<file path="src/rtl/alu_miter_sweeper_if.sv">
// +----------------------------------------------------------------------+
// | alu_miter_sweeper_if                                                  |
// | Shared stimulus / result bundle between the sweeper and an ALU pair.  |
// | Revision: 1.0                                                         |
// +----------------------------------------------------------------------+
`default_nettype none

interface alu_miter_sweeper_if #(
  parameter int WIDTH    = 16,
  parameter int OPCODE_W = 8,
  parameter int FLAG_W   = 5
);
  logic [WIDTH-1:0]    A;
  logic [WIDTH-1:0]    B;
  logic [OPCODE_W-1:0] Opcode;
  logic                CarryIn;
  logic [WIDTH-1:0]    ResultRef;
  logic [WIDTH-1:0]    ResultDut;
  logic [FLAG_W-1:0]   FlagsRef;
  logic [FLAG_W-1:0]   FlagsDut;

  modport master (
    output A, B, Opcode, CarryIn,
    input  ResultRef, ResultDut, FlagsRef, FlagsDut
  );

  modport slave (
    input  A, B, Opcode, CarryIn,
    output ResultRef, ResultDut, FlagsRef, FlagsDut
  );
endinterface

`default_nettype wire

</file>
<file path="src/rtl/alu_miter_sweeper.sv">
// +----------------------------------------------------------------------+
// | alu_miter_sweeper                                                     |
// | LFSR opcode sweep into a reference/DUT ALU pair with aligned compare. |
// | Revision: 1.0                                                         |
// +----------------------------------------------------------------------+
`default_nettype none

module alu_miter_sweeper #(
  parameter int          WIDTH    = 16,
  parameter int          OPCODE_W = 8,
  parameter int          OP_FIRST = 0,
  parameter int          OP_LAST  = 255,
  parameter int          ITERS    = 10,
  parameter int          LATENCY  = 0,
  parameter int          FLAG_W   = 5,
  parameter logic [31:0] SEED     = 32'hACE1_2011,
  parameter int          CNT_W    = 16
) (
  input  logic                   Clk,
  input  logic                   Reset_n,
  input  logic                   Start,
  alu_miter_sweeper_if.master    alu,
  output logic                   Busy,
  output logic                   Done,
  output logic                   Pass,
  output logic [CNT_W-1:0]       MismatchCount,
  output logic                   FirstFailValid,
  output logic [WIDTH-1:0]       FirstFailA,
  output logic [WIDTH-1:0]       FirstFailB,
  output logic [OPCODE_W-1:0]    FirstFailOpcode,
  output logic                   FirstFailCarry
);

  localparam int          ITER_W = (ITERS > 1) ? $clog2(ITERS) : 1;
  localparam bit          DEGEN  = (OP_FIRST > OP_LAST);
  localparam logic [31:0] C_TAPS = 32'h8020_0003;

  typedef enum logic [1:0] {
    S_IDLE  = 2'd0,
    S_RUN   = 2'd1,
    S_DRAIN = 2'd2,
    S_DONE  = 2'd3
  } state_t;

  state_t               r_state;
  state_t               w_next;

  logic [31:0]          r_lfsr_a;
  logic [31:0]          r_lfsr_b;
  logic [OPCODE_W-1:0]  r_op;
  logic [ITER_W-1:0]    r_iter;

  // Index 0 is the registered output stage; index LATENCY lines up with the ALU results.
  logic [WIDTH-1:0]     r_dly_a  [0:LATENCY];
  logic [WIDTH-1:0]     r_dly_b  [0:LATENCY];
  logic [OPCODE_W-1:0]  r_dly_op [0:LATENCY];
  logic                 r_dly_c  [0:LATENCY];
  logic                 r_dly_v  [0:LATENCY];

  logic [CNT_W-1:0]     r_cnt;
  logic                 r_ff_valid;
  logic [WIDTH-1:0]     r_ff_a;
  logic [WIDTH-1:0]     r_ff_b;
  logic [OPCODE_W-1:0]  r_ff_op;
  logic                 r_ff_c;

  logic                 w_start;
  logic                 w_issue;
  logic                 w_last;
  logic                 w_mis;
  logic                 w_dly_busy;

  function automatic logic [31:0] f_step(input logic [31:0] s);
    return {1'b0, s[31:1]} ^ (s[0] ? C_TAPS : 32'h0);
  endfunction

  assign w_start = Start && ((r_state == S_IDLE) || (r_state == S_DONE));
  assign w_issue = (r_state == S_RUN) && !DEGEN;
  assign w_last  = (r_op == OPCODE_W'(OP_LAST)) && (r_iter == ITER_W'(ITERS - 1));
  assign w_mis   = r_dly_v[LATENCY] &&
                   ((alu.ResultRef != alu.ResultDut) || (alu.FlagsRef != alu.FlagsDut));

  always_comb begin
    w_dly_busy = 1'b0;
    for (int j = 0; j <= LATENCY; j++) begin
      w_dly_busy = w_dly_busy | r_dly_v[j];
    end
  end

  always_ff @(posedge Clk or negedge Reset_n) begin
    if (!Reset_n) begin
      r_state <= S_IDLE;
    end else begin
      r_state <= w_next;
    end
  end

  always_comb begin
    w_next = r_state;
    case (r_state)
      S_IDLE, S_DONE: begin
        if (Start) w_next = S_RUN;
      end
      S_RUN: begin
        if (DEGEN)       w_next = S_DONE;
        else if (w_last) w_next = S_DRAIN;
      end
      S_DRAIN: begin
        if (!w_dly_busy) w_next = S_DONE;
      end
      default: w_next = S_IDLE;
    endcase
  end

  always_ff @(posedge Clk or negedge Reset_n) begin
    if (!Reset_n) begin
      r_lfsr_a   <= SEED;
      r_lfsr_b   <= ~SEED;
      r_op       <= '0;
      r_iter     <= '0;
      r_cnt      <= '0;
      r_ff_valid <= 1'b0;
      r_ff_a     <= '0;
      r_ff_b     <= '0;
      r_ff_op    <= '0;
      r_ff_c     <= 1'b0;
      for (int j = 0; j <= LATENCY; j++) begin
        r_dly_a[j]  <= '0;
        r_dly_b[j]  <= '0;
        r_dly_op[j] <= '0;
        r_dly_c[j]  <= 1'b0;
        r_dly_v[j]  <= 1'b0;
      end
    end else begin
      for (int j = 1; j <= LATENCY; j++) begin
        r_dly_a[j]  <= r_dly_a[j-1];
        r_dly_b[j]  <= r_dly_b[j-1];
        r_dly_op[j] <= r_dly_op[j-1];
        r_dly_c[j]  <= r_dly_c[j-1];
        r_dly_v[j]  <= r_dly_v[j-1];
      end
      r_dly_v[0] <= w_issue;

      if (w_issue) begin
        r_dly_a[0]  <= r_lfsr_a[WIDTH-1:0];
        r_dly_b[0]  <= r_lfsr_b[WIDTH-1:0];
        r_dly_c[0]  <= r_lfsr_a[31] ^ r_lfsr_b[31];
        r_dly_op[0] <= r_op;
        r_lfsr_a    <= f_step(r_lfsr_a);
        r_lfsr_b    <= f_step(r_lfsr_b);
        if (r_iter == ITER_W'(ITERS - 1)) begin
          r_iter <= '0;
          r_op   <= r_op + 1'b1;
        end else begin
          r_iter <= r_iter + 1'b1;
        end
      end

      if (w_mis) begin
        if (r_cnt != {CNT_W{1'b1}}) r_cnt <= r_cnt + 1'b1;
        if (!r_ff_valid) begin
          r_ff_valid <= 1'b1;
          r_ff_a     <= r_dly_a[LATENCY];
          r_ff_b     <= r_dly_b[LATENCY];
          r_ff_op    <= r_dly_op[LATENCY];
          r_ff_c     <= r_dly_c[LATENCY];
        end
      end

      // Start only lands while idle or done, where the delay line is already empty.
      if (w_start) begin
        r_lfsr_a    <= SEED;
        r_lfsr_b    <= ~SEED;
        r_op        <= OPCODE_W'(OP_FIRST);
        r_iter      <= '0;
        r_dly_op[0] <= OPCODE_W'(OP_FIRST);
        r_cnt       <= '0;
        r_ff_valid  <= 1'b0;
        r_ff_a      <= '0;
        r_ff_b      <= '0;
        r_ff_op     <= '0;
        r_ff_c      <= 1'b0;
      end
    end
  end

  assign alu.A       = r_dly_a[0];
  assign alu.B       = r_dly_b[0];
  assign alu.Opcode  = r_dly_op[0];
  assign alu.CarryIn = r_dly_c[0];

  assign Busy            = (r_state == S_RUN) || (r_state == S_DRAIN);
  assign Done            = (r_state == S_DONE);
  assign Pass            = Done && (r_cnt == '0);
  assign MismatchCount   = r_cnt;
  assign FirstFailValid  = r_ff_valid;
  assign FirstFailA      = r_ff_a;
  assign FirstFailB      = r_ff_b;
  assign FirstFailOpcode = r_ff_op;
  assign FirstFailCarry  = r_ff_c;

endmodule

`default_nettype wire

</file>
<file path="src/flat_wrapper.sv">
// flat-port wrapper written by rule: the top's interface ports become plain ports
module alu_miter_sweeper_flat 
#(
  parameter int          WIDTH    = 16,
  parameter int          OPCODE_W = 8,
  parameter int          OP_FIRST = 0,
  parameter int          OP_LAST  = 255,
  parameter int          ITERS    = 10,
  parameter int          LATENCY  = 0,
  parameter int          FLAG_W   = 5,
  parameter logic [31:0] SEED     = 32'hACE1_2011,
  parameter int          CNT_W    = 16
)
  (Clk, Reset_n, Start, Busy, Done, Pass, MismatchCount, FirstFailValid, FirstFailA, FirstFailB, FirstFailOpcode, FirstFailCarry, alu_A, alu_B, alu_Opcode, alu_CarryIn, alu_ResultRef, alu_ResultDut, alu_FlagsRef, alu_FlagsDut);
  alu_miter_sweeper_if #(.WIDTH(WIDTH), .OPCODE_W(OPCODE_W), .FLAG_W(FLAG_W)) alu_i ();
  input  logic Clk;
  input  logic Reset_n;
  input  logic Start;
  output logic Busy;
  output logic Done;
  output logic Pass;
  output logic [CNT_W-1:0] MismatchCount;
  output logic FirstFailValid;
  output logic [WIDTH-1:0] FirstFailA;
  output logic [WIDTH-1:0] FirstFailB;
  output logic [OPCODE_W-1:0] FirstFailOpcode;
  output logic FirstFailCarry;
  output wire logic [$bits(alu_i.A)-1:0] alu_A;
  output wire logic [$bits(alu_i.B)-1:0] alu_B;
  output wire logic [$bits(alu_i.Opcode)-1:0] alu_Opcode;
  output wire logic [$bits(alu_i.CarryIn)-1:0] alu_CarryIn;
  input wire logic [$bits(alu_i.ResultRef)-1:0] alu_ResultRef;
  input wire logic [$bits(alu_i.ResultDut)-1:0] alu_ResultDut;
  input wire logic [$bits(alu_i.FlagsRef)-1:0] alu_FlagsRef;
  input wire logic [$bits(alu_i.FlagsDut)-1:0] alu_FlagsDut;
  assign alu_A = alu_i.A;
  assign alu_B = alu_i.B;
  assign alu_Opcode = alu_i.Opcode;
  assign alu_CarryIn = alu_i.CarryIn;
  assign alu_i.ResultRef = alu_ResultRef;
  assign alu_i.ResultDut = alu_ResultDut;
  assign alu_i.FlagsRef = alu_FlagsRef;
  assign alu_i.FlagsDut = alu_FlagsDut;
  alu_miter_sweeper #(.WIDTH(WIDTH), .OPCODE_W(OPCODE_W), .OP_FIRST(OP_FIRST), .OP_LAST(OP_LAST), .ITERS(ITERS), .LATENCY(LATENCY), .FLAG_W(FLAG_W), .SEED(SEED), .CNT_W(CNT_W)) u_core (.Clk(Clk), .Reset_n(Reset_n), .Start(Start), .alu(alu_i), .Busy(Busy), .Done(Done), .Pass(Pass), .MismatchCount(MismatchCount), .FirstFailValid(FirstFailValid), .FirstFailA(FirstFailA), .FirstFailB(FirstFailB), .FirstFailOpcode(FirstFailOpcode), .FirstFailCarry(FirstFailCarry));
endmodule
</file>
<file path="config.mk">
export PLATFORM = sky130hd
export DESIGN_NAME = alu_miter_sweeper_flat
export DESIGN_NICKNAME = d
export VERILOG_FILES = /design/src/rtl/alu_miter_sweeper_if.sv /design/src/rtl/alu_miter_sweeper.sv /design/src/flat_wrapper.sv
export SDC_FILE = /design/constraint.sdc
export NUM_CORES = 1
export LEC_CHECK = 0
export BUFFER_PORTS_ARGS = -buffer_cell sky130_fd_sc_hd__buf_2
export CAP_MARGIN = 20
export CORE_AREA = 2 2 115 145
export DETAILED_ROUTE_END_ITERATION = 8
export DIE_AREA = 0 0 117 147
export PLACE_DENSITY_LB_ADDON = 0.08
export SLEW_MARGIN = 20
export SYNTH_ARGS = -nofsm -noshare
export SYNTH_HDL_FRONTEND = slang
export SYNTH_SLANG_ARGS = --single-unit
export TNS_END_PERCENT = 1
</file>
<file path="constraint.sdc">
create_clock -name Clk -period 1.88 [get_ports Clk]
set_clock_uncertainty 0.15 [all_clocks]
set_input_delay 0 -clock Clk [delete_from_list [all_inputs] [get_ports Clk]]
set_output_delay 0 -clock Clk [all_outputs]
set_load 0.03 [all_outputs]
</file>
Word level (Yosys, flattened, before mapping). Index checks and enable logic that the tools add are counted.

Flip-flop bits (word level): 178. Input bits: 45. Logic and storage cells: 87.

$add $sub $neg: 3. Eq/ne operators: 12. Muxes and demuxes: 35. Bitwise logic cells: 3. Reductions and logical operators: 18.

Operator list (count): two-way mux 32 bit (6); two-way mux 16 bit (9); two-way mux 8 bit (8); bitwise XOR 31 x 32 -> 32 bit (2); adder 16 x 1 -> 16 bit, second input constant (1); logical NOT 16 bit (1); inequality test 16 bit (1); inequality test 16 bit, second input constant (1); two-way mux 4 bit (3); adder 8 x 1 -> 8 bit, second input constant (1); == test 8 bit, second input constant (1); inequality test 2 bit, second input constant (4); nonzero test 2 bit (4); two-way mux 2 bit (3); one-hot mux 2 bit (3 select lines) (1); AND reduction 2 bit (3); two-way mux 1 bit (5); inequality test 5 bit (1); adder 4 x 1 -> 4 bit, second input constant (1); == test 2 bit, second input constant (2); == test 4 bit, second input constant (1); logical AND 1 bit (4); logical OR 1 bit (3); AND reduction 3 bit (1); other kinds (4) (4).

Longest topological paths before layout. Gate-level depths: netlist (run 1).

Depth after elaboration: 5. Depth in mapped cells: 8. Mapped depth without buffers: 8.

Worst setup path before layout (run 1). Ideal clock, no wire load.

Path type: register to register. Start: reg u_core.r_cnt[0], in the netlist u_core.MismatchCount[0]. End: reg u_core.r_cnt[12], in the netlist u_core.MismatchCount[12]. Library setup time: 0.078 ns. Data arrival time: 1.854 ns. Required time: 1.652 ns. Setup slack: -0.202 ns. Cell stages (with the launch flop): 9. Clock period less this slack: 2.082 ns. Cells stage by stage: dfrtp_1 -> ha_1 -> nand2_1 -> nor3_2 -> nand2_2 -> nand2_1 -> buf_2 -> or4_1 -> a21oi_1.

Longest elaborated chain between the ends: 4. Elaborated cells between the ends (all ways): 7. Classes of those cells: 1 x add/sub; 1 x eq/ne; 3 x mux; 2 x reduce/logical.

RTL lines: start: declaration (RTL line alu_miter_sweeper.sv:60) `logic [CNT_W-1:0] r_cnt;`; start signal: assignment (RTL line alu_miter_sweeper.sv:160) `if (r_cnt != {CNT_W{1'b1}}) r_cnt <= r_cnt + 1'b1;`; adder 16 x 1 -> 16 bit (RTL line alu_miter_sweeper.sv:160); two-way mux 16 bit (RTL line alu_miter_sweeper.sv:160); two-way mux 16 bit (RTL line alu_miter_sweeper.sv:159) `if (w_mis) begin`; two-way mux 16 bit (RTL line alu_miter_sweeper.sv:171) `if (w_start) begin`.

Several ways; a longest one is shown, not always the timed one. The select of a mux whose other input is x is not followed. A chain may end at the register's enable or synchronous reset.

Worst setup path after layout (run 1).
Start: reg u_core.r_cnt[0], in the netlist u_core.MismatchCount[0]. End: out Pass.

Longest elaborated chain between the ends: 2.

RTL lines: logical NOT 16 bit (RTL line alu_miter_sweeper.sv:194) `assign Pass = Done && (r_cnt == '0);`; logical AND 1 bit (RTL line alu_miter_sweeper.sv:194); end: declaration (RTL line flat_wrapper.sv:21) `output logic Pass;`.

Every way passes these cells.

==> flow_summary.yaml, run 1 <==
status:
  status: "complete, but fails checks"
  violations: "hold timing"
yosys:
  async_flop_share: 1.00
  synth_compound_area_frac: 0.0964
  yosysSeqAreaShare: 0.575
  ys.flop_type: "dfrtp_1"
  yosys.area.top_type: "dfrtp_1"
  syn_area_sq_mm: 0.00782
  syn-num-nets: 806
  synth_area_leaders: "dfrtp_1 47%, dfstp_2 11%, mux2i_1 5.9%"
  synthSimpleGateAreaFrac: 0.171
  ys_types: 45
  synthAdderAreaFrac: 0.0144
  avgSynthCellArea_sq_um: 10.4
  synth_top_area_frac: 0.467
  synthCells: 752
  synth_top_family_by_area: "simple AND/OR/NAND/NOR gates"
  synth_edf_count: 0
  muxShareOfSynthArea: 0.0618
  synth_seq_cells: 178
  yosys_warnings: 0
  synth-xor-area-share: 0.0381
sta:
  worst_pin_slew_ns: 0.594
  setup_viol: 0
  finalCritPeriodShare: 0.983
  finalHoldViolCount: 4
  fin_crit_ns: 1.85
  slew_viol_final: 0
  hold_slack_ns: -0.00451
  slew-limit-headroom: 0.604
  max_freq_mhz: 541
  rsz0062_at_grt: "true"
  fin_ws_ns: 0.0320
die:
  rows: 52
  start_util: 0.490
  die_w_um: 117
  pin_count: 147
  dieArea_sq_mm: 0.0172
  die-height_um: 147
  core_area_sq_mm: 0.0159
setup_path:
  regToRegSetupSlack_ns: 0.05
  critPathArrivalTime_ns: 1.70
  cpMaxStageDelayCell: "dfrtp_2"
  cp_cell_sequence: "buf_4 -> inv_4 -> ha_4 -> nor4b_2 -> and4_1 -> buf_6"
  critPathRequiredTime_ns: 1.73
  cp_top_family: "flip-flops"
  cp-start-kind: "flop"
  cp_num_buf_inv: 3
  critPathKind: "reg2out"
  critPathMaxFanout: 5
  endpoint_kind: "primary output"
  critPathMaxStageDelay_ns: 0.42
grt:
  grt_max_degree: 64
  overflow: 0
  grt_first_pass_wirelength_um: 28900
  antenna_found_initial: 0
  track_usage: 0.214
  grt_pass1_vias: 5970
power_and_ir_drop:
  p_per_area_mw_per_mm2: 1600
  ir_drop_mv: 1.04
  fin_total_pwr_mw: 16.1
  p_leak_nw: 4.83
cells_and_area:
  diodes: 0
  final_net_count: 988
  final_core_util: 0.630
  drive_gt1_frac: 0.329
  syn2layout_area_growth_pct: 28.5
cts:
  cts-root-buf: "clkbuf_16"
  cts_max_path_buffers: 2
  path_clk_slew_ns: 0.07
  tritoncts: "done"
  htreeDepth: 4
  cts-buffers-inserted: 17
  clock_latency_ns: 0.42
  cts_sinks: 178
place:
  dp_hpwl_um: 12700
  gp_congestion: 0.848
  pre_cts_ws_ns: -0.0278
  port_buffers: 146
drt:
  routed_via_density: 5.23
  wl_per_cell_um: 15.3
  antenna_left: 0
  post-route-drc-count: 0
  drt-initial-drc-count: 361
  vias: 6088
  finalWirelength_um: 17800
  firstDrtPassIters: 7
min_path:
  hold_path.class: "in2async"
flow_run:
  drv_cap: 0
where the power goes:
group	internal, mW	switching (mW)
Sequential	5.19	0.681
Clock	1.92	1.50
Combinational	2.53	4.27
Total	9.64	6.45
routing by layer:
layer	part of all wire	wire length, um	global-route usage
met5	0	0	0
met2	0.49	8760	0.362
met1	0.44	7840	0.275
met3	0.052	927	0.0524
met4	0.012	220	0.0529
logic make-up (layout without fill, tap and decap cells):
family / after synthesis / in the layout
mux: 48 / 48
flops: 178 / 178
fa+ha+maj: 9 / 9
buf+inv: 84 / 279
compound gates: 126 / 126
xor+xnor: 34 / 34
simple gates: 273 / 273
through the flow:
| step | hold WS [ns] | instances | cell area [sq um] | setup TNS [ns] |
|---|---|---|---|---|
| finish | -0.00451 | 1163 | 10000 | 0 |
| floorplan | -0.446 | 752 | 7860 | -3.94 |
| global route | 0.0484 | 1163 | 10000 | -0.116 |
| global placement | -0.122 | 1127 | 9300 | 0 |
| CTS | 0.00290 | 1162 | 9960 | -0.0243 |
| detailed placement | -0.122 | 1127 | 9300 | -0.0785 |
flip-flops by register name (all words and copies together), names as in the netlist, 16 cells and up:
name and flops:
u_core.alu.B 16, u_core.FirstFailA 16, u_core.r_lfsr_b 32, u_core.MismatchCount 16, u_core.alu.A 16, u_core.FirstFailB 16
u_core.r_lfsr_a 32
cells in the final DEF (no fill, tap or decap), types with 34 or more instances in the layout:
cell type,n
buf_2,144
buf_4,45
dfrtp_1,138
inv_1,34
mux2i_1,46
nand2_1,80
nand3_1,67
nor2_1,41
o21ai_0,48
o31ai_1,37
timing repair:
action | CTS | global route
endpoints found under the setup margin | 7 | 24
pin swaps | 1 | 6
cloned | 0 | 0
resized for setup | 11 | 22
hold endpoints to repair | 190 | 0
hold buffers | 3 | 0
setup buffers | 0 | 1
cell usage after synthesis (all sizes together), types with 18 or more instances:
cell type / number
xor2: 24
inv: 37
buf: 18
mux2i: 46
nand2b: 32
o31ai: 37
clkbuf: 29
nand3: 68
nor2: 45
nand2: 84
a21oi: 28
dfstp: 32
o21ai: 52
dfrtp: 146
final timing paths:
kind	cells after the start	startpoint	to
min	2	Reset_n	u_core.MismatchCount[10]
min in group Clk	6	alu_ResultRef[3]	u_core.FirstFailA[2]
min reg2reg	2	u_core.FirstFailB[8]	u_core.FirstFailB[8]
max	6	u_core.MismatchCount[0]	Pass
max in group asynchronous	3	Reset_n	u_core.MismatchCount[9]
max reg2reg	6	u_core.MismatchCount[13]	u_core.MismatchCount[9]
cell type report:
| type | instances | area [sq um] |
|---|---|---|
| repair buffers | 210 | 1410 |
| flip-flops and latches | 178 | 4500 |
| well taps | 216 | 270 |
| fillers | 1324 | 5890 |
| inverters | 37 | 141 |
| clock buffers | 20 | 457 |
| multi-input cells | 490 | 3150 |
| clock inverters | 12 | 124 |
worst register-to-register path, delay by kind of cell, from the launching register on:
kind	cells	cell delay, ns
DFF	1	0.41
AOI/OAI and AO/OA	1	0.16
and+or+nand+nor	5	1.05
(Power assumes the default switching activity.)
==> run 2: changes to the inputs <==
- ABC_AREA: not set -> 1
- CAP_MARGIN: 20 -> not set
- CORE_AREA: 2 2 115 145 -> 2 2 117 148
- DIE_AREA: 0 0 117 147 -> 0 0 119 150
==> run 2 against run 1 <==
Net effect: the flow finishes with violations (setup timing); via count grew 13%; non-clock buffer count shrank 12; synthesized cell count grew 29%; design area grew 0.81%; highest routed layer unchanged; wire length grew 11%; critical path type unchanged; die area grew 3.8%.
==> flow_summary.yaml, run 2 <==
status:
  status: "complete, but fails checks"
  violations: "setup timing"
yosys:
  synth_edf_count: 0
  avgSynthCellArea_sq_um: 8.35
  synth_seq_cells: 178
  netlist_top_cells_count: "265 x nand2_1, 146 x dfrtp_1, 134 x inv_1"
  syn_area_sq_mm: 0.00808
  ys.flop_type: "dfrtp_1"
  synth.most_common_cell: "nand2_1"
  synthCells: 968
  yosysSeqAreaShare: 0.556
  async_flop_share: 1.00
  synth_top_area_frac: 0.452
  ys_types: 36
  yosys_warnings: 0
  synth_area_leaders: "dfrtp_1 45%, nand2_1 12%, dfstp_2 10%"
  syn-num-nets: 1022
  yosys.area.top_type: "dfrtp_1"
grt:
  track_usage: 0.225
  grt_max_degree: 54
  overflow: 0
  grt_first_pass_wirelength_um: 32200
  antenna_found_initial: 0
  grt_pass1_vias: 6465
cells_and_area:
  drive_gt1_frac: 0.252
  final_common_cell: "nand2_1"
  mostFrequentLayoutCells: "260 x nand2_1, 145 x dfrtp_1, 144 x buf_2, 132 x inv_1, 92 x nor2_1"
  final_net_count: 1196
  syn2layout_area_growth_pct: 25.3
  top_regs: "u_core.r_lfsr_a (32), u_core.r_lfsr_b (32)"
  diodes: 0
  final_core_util: 0.613
  fin_cells: 1375
cts:
  tritoncts: "done"
  htreeDepth: 4
  cts-root-buf: "clkbuf_16"
  cts_sinks: 178
  cts-buffers-inserted: 17
  cts_max_path_buffers: 2
  path_clk_slew_ns: 0.07
  clock_latency_ns: 0.43
die:
  start_util: 0.490
  core_area_sq_mm: 0.0165
  pin_count: 147
  rows: 53
  die-height_um: 150
  dieArea_sq_mm: 0.0179
  die_w_um: 119
place:
  port_buffers: 146
  dp_hpwl_um: 13300
  dp_cells: 1335
  pre_cts_ws_ns: 0.0750
  gp_congestion: 0.848
drt:
  vias: 6849
  routed_via_density: 4.98
  post-route-drc-count: 0
  drt-initial-drc-count: 382
  finalWirelength_um: 19700
  antenna_left: 0
  firstDrtPassIters: 5
  wl_per_cell_um: 14.3
setup_path:
  critPathMaxFanout: 2
  cp_num_buf_inv: 2
  critPathMaxStageDelay_ns: 0.49
  path_common_cell: "buf_4"
  cp_cell_sequence: "buf_4 -> or4_4 -> nor4_4 -> buf_4"
  critPathArrivalTime_ns: 1.81
  critPathRequiredTime_ns: 1.73
  critPathKind: "reg2out"
  endpoint_kind: "primary output"
  cp-start-kind: "flop"
  cp_top_family: "simple AND/OR/NAND/NOR gates"
  cpMaxStageDelayCell: "or4_4"
flow_run:
  drv_cap: 0
sta:
  slew-limit-headroom: 0.641
  fin_crit_ns: 1.96
  fin_ws_ns: -0.0777
  rsz0062_at_grt: "true"
  max_freq_mhz: 511
  setup_viol: 1
  finalHoldViolCount: 0
  slew_viol_final: 0
  worst_pin_slew_ns: 0.539
  hold_slack_ns: 0.158
  finalCritPeriodShare: 1.04
power_and_ir_drop:
  fin_total_pwr_mw: 17.4
  p_per_area_mw_per_mm2: 1720
  ir_drop_mv: 0.884
  p_leak_nw: 5.46
min_path:
  hold_path.class: "in2reg"
## run 2: cell count changes after synthesis, sizes merged, moves of 13 or more
cell,change
nand2,+184
inv,+101
nor2,+56
mux2i,-46
o31ai,-36
nand2b,-32
o22ai,+22
xor2,-17
nand3,+15
a22oi,+13
## run 2: through the flow
stage          instance area, sq um  TNS [ns]
2_1_floorplan                  8090     -4.77
3_3_place_gp                   9380         0
3_5_place_dp                   9380         0
4_1_cts                       10000    -0.172
5_1_grt                       10100     -1.43
6_report                      10100   -0.0777
## run 2: power breakdown
| group | internal (mW) | switching, mW |
|---|---|---|
| clock network | 1.90 | 1.64 |
| registers | 5.33 | 0.675 |
| logic | 2.55 | 5.35 |
## run 2: worst paths after layout
kind                                          from                 endpoint  slack [ns]  cells after the start
min in group asynchronous                  Reset_n           u_core.r_op[4]        0.49                      3
min reg2reg                    u_core.r_lfsr_a[23]      u_core.r_lfsr_a[22]        0.33                      2
max reg2reg                u_core.MismatchCount[1]  u_core.MismatchCount[2]        0.02                     11
max                        u_core.MismatchCount[4]                     Pass       -0.08                      4
max in group asynchronous                  Reset_n       u_core.r_lfsr_b[3]        0.35                      4
min                                alu_FlagsRef[2]    u_core.FirstFailValid        0.16                      7
## run 2: cell families (layout without fill, tap and decap cells)
logic type               after synthesis  in the layout  share of synthesized area
AND/OR/NAND/NOR                      467            467                      0.244
buffers and inverters                181            368                     0.0876
flip-flops                           178            178                      0.556
AO/OA/AOI/OAI                        118            118                     0.0824
XOR/XNOR                              15             15                     0.0163
adder cells (fa/ha/maj)                9              9                     0.0139
## run 2: final cells by class
type                    count  area [sq um]
fillers                  1507          6380
clock buffers              18           429
multi-input cells         609          2960
inverters                 138           520
flip-flops and latches    178          4500
repair buffers            198          1280
well taps                 220           275
clock inverters            14           168
## run 2: layer usage
metal,track usage,vias to the layer above,wire [um]
met5,0,-,0
met4,0.0637,0,250
met3,0.0431,20,846
met2,0.380,161,9910
met1,0.298,3273,8730
li1,-,3395,-
## run 2: worst min-delay path, delay by kind of cell
kind	cells	cell delay [ns]
AOI/OAI and AO/OA	1	0.13
buffers and inverters	1	0.08
and+or+nand+nor	4	0.43
xor gates and xnor gates	1	0.05
## run 2: repair_timing
| action | 4_1_cts | 5_1_grt |
|---|---|---|
| cloned | 0 | 1 |
| endpoints found under the hold margin | 173 | 0 |
| setup endpoints to repair | 1 | 32 |
| buffers inserted | 4 | 2 |
| pin swaps | 2 | 7 |
| hold buffers | 3 | 0 |
| resized for setup | 5 | 22 |
